===== src/rtl/icache_fill_ctrl.sv =====
// icache_fill_ctrl: direct-mapped instruction cache responder with line refill over a req/ack port
module icache_fill_ctrl #(
   parameter int LINES      = 16,
   parameter int LINE_WORDS = 4
) (
   input  logic        CLK,
   input  logic        RESET,
   input  logic [63:0] PC,
   input  logic        icache_flush,
   output logic        icache_r,
   output logic [31:0] instruction,
   output logic        mem_req,
   output logic [63:0] mem_addr,
   input  logic        mem_ack,
   input  logic [31:0] mem_rdata
);
   localparam int BW  = $clog2(LINE_WORDS);
   localparam int OFF = BW + 2;
   localparam int IW  = $clog2(LINES);
   localparam int TW  = 64 - OFF - IW;
   typedef enum logic {LOOKUP, REFILL} state_t;
   state_t state, next_state;
   logic [LINES-1:0] valid;
   logic [TW-1:0] tags [LINES];
   logic [31:0] data [LINES][LINE_WORDS];
   logic [63-OFF:0] miss_line;
   logic [BW-1:0] beat;
   logic flush_pend, hit, last_ack;
   logic [IW-1:0] idx, midx;
   logic [BW-1:0] word;
   logic [TW-1:0] tag;
   logic unused_pc;
   assign idx       = PC[OFF+IW-1:OFF];
   assign word      = PC[OFF-1:2];
   assign tag       = PC[63:OFF+IW];
   assign midx      = miss_line[IW-1:0];
   assign unused_pc = ^PC[1:0];
   assign mem_addr  = {miss_line, beat, 2'b00};
   // Hit detection, same-cycle instruction return and next-state selection
   always_comb begin
      hit         = valid[idx] && tags[idx] == tag;
      icache_r    = state == LOOKUP && hit;
      instruction = data[idx][word];
      last_ack    = state == REFILL && mem_ack && beat == BW'(LINE_WORDS - 1);
      next_state  = state == LOOKUP ? ((hit || icache_flush) ? LOOKUP : REFILL)
                                    : (last_ack ? LOOKUP : REFILL);
   end
   // State register; mem_req is a registered decode of the next state
   always_ff @(posedge CLK) begin
      if (RESET) begin
         state   <= LOOKUP;
         mem_req <= 1'b0;
      end else begin
         state   <= next_state;
         mem_req <= next_state == REFILL;
      end
   end
   // Valid bits, miss line capture, beat counter and deferred flush tracking
   always_ff @(posedge CLK) begin
      if (RESET) begin
         valid      <= '0;
         flush_pend <= 1'b0;
         beat       <= '0;
         miss_line  <= '0;
      end else begin
         if (icache_flush) valid <= '0;
         if (state == LOOKUP && next_state == REFILL) begin
            miss_line <= PC[63:OFF];
            beat      <= '0;
         end
         if (state == REFILL) begin
            if (mem_ack) beat <= beat + 1'b1;
            flush_pend <= last_ack ? 1'b0 : (flush_pend | icache_flush);
            if (last_ack) valid[midx] <= !(flush_pend || icache_flush);
         end
      end
   end
   // Tag and data array writes from refill beats; contents are qualified by valid
   always_ff @(posedge CLK) begin
      if (last_ack) tags[midx] <= miss_line[63-OFF:IW];
      if (state == REFILL && mem_ack) data[midx][beat] <= mem_rdata;
   end
endmodule


===== config.mk =====
export PLATFORM = sky130hd
export DESIGN_NAME = icache_fill_ctrl
export DESIGN_NICKNAME = d
export VERILOG_FILES = /design/src/rtl/icache_fill_ctrl.sv
export SDC_FILE = /design/constraint.sdc
export NUM_CORES = 2
export LEC_CHECK = 0
export BUFFER_PORTS_ARGS = -buffer_cell sky130_fd_sc_hd__buf_2
export CAP_MARGIN = 10
export CELL_PAD_IN_SITES_DETAIL_PLACEMENT = 1
export CELL_PAD_IN_SITES_GLOBAL_PLACEMENT = 1
export CORE_MARGIN = 10
export CORE_UTILIZATION = 51
export CTS_BUF_LIST = sky130_fd_sc_hd__clkbuf_4 sky130_fd_sc_hd__clkbuf_8 sky130_fd_sc_hd__clkbuf_16
export DETAILED_ROUTE_END_ITERATION = 10
export PLACE_DENSITY = 0.69
export SLEW_MARGIN = 20
export SYNTH_ARGS = -nofsm -noshare
export SYNTH_HDL_FRONTEND = slang
export SYNTH_SLANG_ARGS = --single-unit

===== constraint.sdc =====
create_clock -name CLK -period 7.9 [get_ports CLK]
set_clock_uncertainty 0.05 [all_clocks]
set_input_delay 1.185 -clock CLK [delete_from_list [all_inputs] [get_ports CLK]]
set_output_delay 1.185 -clock CLK [all_outputs]
set_load 0.01 [all_outputs]

[After elaboration in Yosys (flattened, before gate mapping)]
Memory sizes are Yosys's and may differ from the RTL's.
Cells that the tools add are included.
Operators by class
  bitwise logic cells: 4
  multiplexer cells: 25
  reductions and logical operators: 10
  equal/unequal tests: 2
  order comparisons: 6
  add/sub/neg operators: 1
Operators by type and width (number)
  $mux W128: 1
  $mux W32: 3
  $bmux W32 S2: 1
  $demux W32 S2: 1
  $mux W16: 4
  $eq A56 B56 Y1: 1
  $bwmux W16: 1
  $lt A4 B5 Y1 const B: 2
  $mux W1: 9
  $logic_and A1 B1 Y1: 7
  $ge A3 B3 Y1 const B: 2
  $mux W2: 3
  $not A2 Y3: 2
  $bmux W1 S4: 1
  $demux W1 S4: 1
  $ge A4 B1 Y1 const B: 1
  $lt A3 B1 Y1 const B: 1
  $add A2 B1 Y2 const B: 1
  $eq A2 B2 Y1 const B: 1
  $logic_or A1 B1 Y1: 2
  $logic_not A1 Y1: 1
  $not A1 Y1: 1
  $or A1 B1 Y1: 1
Storage, ports and cells
  output and inout port bits: 98
  RAM bits: 2944
  memories: 2
  register bits after elaboration: 80
Memory list
  data: depth 16, bits a word 128, rd ports 1, clocked after memory_dff 0, write ports 1, RTL line 25  | logic [31:0] data [LINES][LINE_WORDS];
  tags: depth 16, bits a word 56, rd ports 1, clocked after memory_dff 0, write ports 1, RTL line 24  | logic [TW-1:0] tags [LINES];

[Logic depth before layout (Yosys ltp)]
  word-level depth: 10
  gate-level depth with buffers: 17
  depth with buffers taken out: 9

[Worst setup path after synthesis]
Ideal clock, no wire load.
  path type: in2reg
  start: input mem_ack
  end: memory data[15][0] (netlist name) (enable)
  path slack: 1.541 ns
  data arrival time: 5.773 ns
  path buffers: 3
  stages on the path: 6
  data required time: 7.314 ns
  cell sequence: and2_1 clkbuf_1 nand2_1 clkbuf_1 clkbuf_1 nor2_1
On the way
  cells in the longest elaborated chain, start to end: 3
RTL lines
  from (decl): RTL line 14  | input logic mem_ack,
  $logic_and A1 B1 Y1: RTL line 81  | if (state == REFILL && mem_ack) data[midx][beat] <= mem_rdata;
  $mux W1: RTL line 81
  $mux W128 (not written as such): RTL line 81
  to (decl): RTL line 25
Every way passes these cells.

[Final worst setup path]
  start: input PC[5]
  end: output icache_r
On the way
  cells in the longest elaborated chain, start to end: 4
  elaborated cells on any way between the ends: 6
RTL lines
  from (decl): RTL line 8  | input logic [63:0] PC,
  $mem_v2 Z16 W56 or $bmux W1 S4 (tied branches)
  $eq A56 B56 Y1 or $mux W1 (tied branches): RTL line 41  | hit = valid[idx] && tags[idx] == tag;
  $logic_and A1 B1 Y1 (*): RTL line 41
  $logic_and A1 B1 Y1 (*): RTL line 42  | icache_r = state == LOOKUP && hit;
  to (decl): RTL line 10  | output logic icache_r,
Mark *: on every way between the ends. The rest lies on a longest branch, timed or not. The select of a mux whose other input is x is not followed.

==> out/qor.yml <==
worst_hold_path:
  hp-start: "valid[11]$_SDFF_PP0_"
  holdPathStages: 2
  hold_class: "flop to flop"
  hold-path-endpoint: "valid[11]$_SDFF_PP0_"
die:
  start_util_pct: 51.3
  core_area_um2: 230000
  dieWidth_um: 501
  dieHeight_um: 501
  die_area_um2: 251000
  rows: 176
  ios: 198
global_route:
  grt_use_total_pct: 25.4
  grt_antenna_before_repair: 36
  grt_start_max_net_pins: 151
  grt_first_pass_wirelength_um: 458000
  grt_overflow: 0
  grt_pass1_vias: 61297
worst_setup_path:
  crit_fanout: 75
  r2r_cells: 6
  rr_startpoint: "state$_SDFF_PP0_"
  startpoint_type: "input port"
  crit_chain: "buf_8 > nand2b_1 > a2111oi_0 > o41a_1 > a21oi_1 > o311ai_0 > or4_1 > nor4b_1 > nand4_1 > nor4_1 > buf_2"
  cp-end-kind: "output port"
  crit_type: "input port to output port"
  cp_data_arrival_time_ns: 5.64
  r2r_setup_slack_ns: 3.44
  cp.required_ns: 6.66
  critPathMaxStageDelay_ns: 0.70
  slowest_stage: "nor4_1"
  timing.rr.end: "tags[3][7]$_DFFE_PP_"
sta:
  post-route-min-period_ns: 6.88
  maxSlewViolCount: 0
  timing.setup.tns_ns: 0
  rsz0062_at_grt: "false"
  setup_viol_count_final: 0
  slew_headroom_pct: 22.6
  min_period_over_period_pct: 87.0
  hold_viol: 0
  fin_ws_ns: 1.02
  timing.hold.ws_ns: 0.431
  max_freq_mhz: 145
  tightest_slew_ns: 1.16
power:
  peakVddDrop_v: 0.000250
  p_leak_nw: 42.5
  powerDensity_nw_per_um2: 257
synth:
  ys_seq_area_share_pct: 76.2
  ys_types: 77
  yosysTopAreaCellShare_pct: 74.8
  synthTopCellsByCount: "2,944 x edfxtp_1, 840 x mux4_2, 183 x nand2_1"
  synth_area_leaders: "edfxtp_1 75%, mux4_2 16%, dfxtp_1 1.4%"
  ys.flop_type: "edfxtp_1"
  syn_inst: 5323
  synth_area_um2: 118000
  synth-async-reset-ratio_pct: 0
  yosys.area.top_type: "edfxtp_1"
  synth_edf_count: 2944
  synth_warnings: 0
  yosysMostFrequentCell: "edfxtp_1"
  ys_seq_elements: 3024
  synth_area_per_cell_um2: 22.2
cts:
  clk_latency_ns: 0.99
  cts_made_buffers: 321
  root_buffer: "clkbuf_16"
  cts_resized: 0
  ctsHoldBuffers: 0
  cts.sinks: 3024
  clk_pin_slew_ns: 0.05
  cts_setup_buffers: 0
  cts.htree.levels: 5
  cts.path.max_buffers: 4
  cts_tree: "built"
cells_and_area:
  fin_nets: 5794
  drive_gt1_share_pct: 30.8
  area_growth_pct: 13.1
  utilization_pct: 58.1
  fill_cells: 18995
route:
  postRouteAntennaNets: 0
  routed_wl_um: 320000
  vias_per_cell: 6.50
  wl_per_cell_um: 35.8
  dr.pass1.iters: 5
  vias: 58222
  drt-initial-drc-count: 7244
  drc: 0
flow_run:
  max_cap_viol_count: 0
placed_design:
  gp_congestion: 0.798
  dp_slack_ns: 1.16
  port_buffers: 193
  dpl.hpwl_um: 174000
run_status:
  status: "complete, no violations"
-- power breakdown --
part	total, W	switching, W	leakage, nW	internal [W]
Clock	0.0147	0.00603	5.08	0.00867
Sequential	0.0179	0.000177	27.3	0.0178
Combinational	0.00178	0.00108	10.1	0.000699
-- worst max path at each step --
stage                     cells after the start                     to  slack (ns)    start
after global routing                         11               icache_r        0.93    PC[5]
after CTS                                    10               icache_r        1.14    PC[5]
after detailed placement                     10               icache_r        1.16    PC[5]
after global placement                       11               icache_r        1.13    PC[5]
final                                        11               icache_r        1.02    PC[5]
after floorplan                               6  data[15][0]$_DFFE_PP_        1.54  mem_ack
-- kinds of logic (layout without fill, tap and decap cells) --
family	count (synthesis)	in the layout	share of synthesized area (%)
mux	1035	1035	17.7
compound gates	295	295	1.75
fa+ha+maj	4	4	0.0424
other cells	1	15	0.00318
simple gates	582	582	2.43
xor+xnor	57	57	0.423
buf+inv	325	918	1.43
flops	3024	3024	76.2
-- metal layers --
| metal | part of all wire [%] | global-route usage (%) |
|---|---|---|
| met1 | 40 | 35.1 |
| met2 | 49 | 41.1 |
| met3 | 8.3 | 5.01 |
| met4 | 3.2 | 8.22 |
| met5 | 0.037 | 0 |
-- cell type report --
type                       instances  area [um2]  area share [%]
sequential                      3024       90000            67.4
tap                             3026        3790            2.83
antenna                           13        32.5          0.0244
clock buffer                     397        8730            6.53
multi-input combinational       1975       26900            20.1
clock inverter                   153        1460            1.09
inverter                          13        53.8          0.0403
timing repair buffer             355        2620            1.96
-- layout by cell type (no fill, tap or decap), types with 10 or more instances in the layout --
master	n
a221oi_1	16
clkbuf_16	325
nand3_1	19
a31oi_1	11
a21oi_1	84
nor2_1	93
nand4_1	14
mux2_2	48
nor4b_1	11
o21ai_0	34
mux2i_1	147
o22ai_1	26
nor3_1	24
o311ai_1	60
bufinv_16	26
edfxtp_1	2944
nand2b_1	15
diode_2	13
clkinv_2	45
nand2_1	182
buf_12	25
buf_4	161
nor2_4	65
buf_2	163
xnor2_1	27
nor4_1	13
or3_1	21
clkinv_1	60
nor2b_1	19
mux4_2	840
clkbuf_8	10
xor2_1	30
and3_1	60
dfxtp_1	80
clkbuf_4	63
-- flip-flops by register name (all words and copies together) (netlist names) --
register    cells
beat            2
data         2048
flush_pend      1
miss_line      60
state           1
tags          896
valid          16
-- critical path: cells and delay by family --
kind                   cells  cell delay, ns
AND/OR/NAND/NOR            5            2.46
AO/OA/AOI/OAI              4            1.03
buffers and inverters      2            0.82
-- per-stage QoR --
stage / instances / total power (W) / cell area (um2)
finish: 8956 / 0.0344 / 134000
global route: 8947 / 0.0354 / 134000
CTS: 8938 / 0.0346 / 133000
detailed placement: 8388 / 0.0200 / 123000
global placement: 8388 / 0.0200 / 123000
floorplan: 5324 / 0.0192 / 118000
No activity file was read; power rests on OpenSTA's default activity.
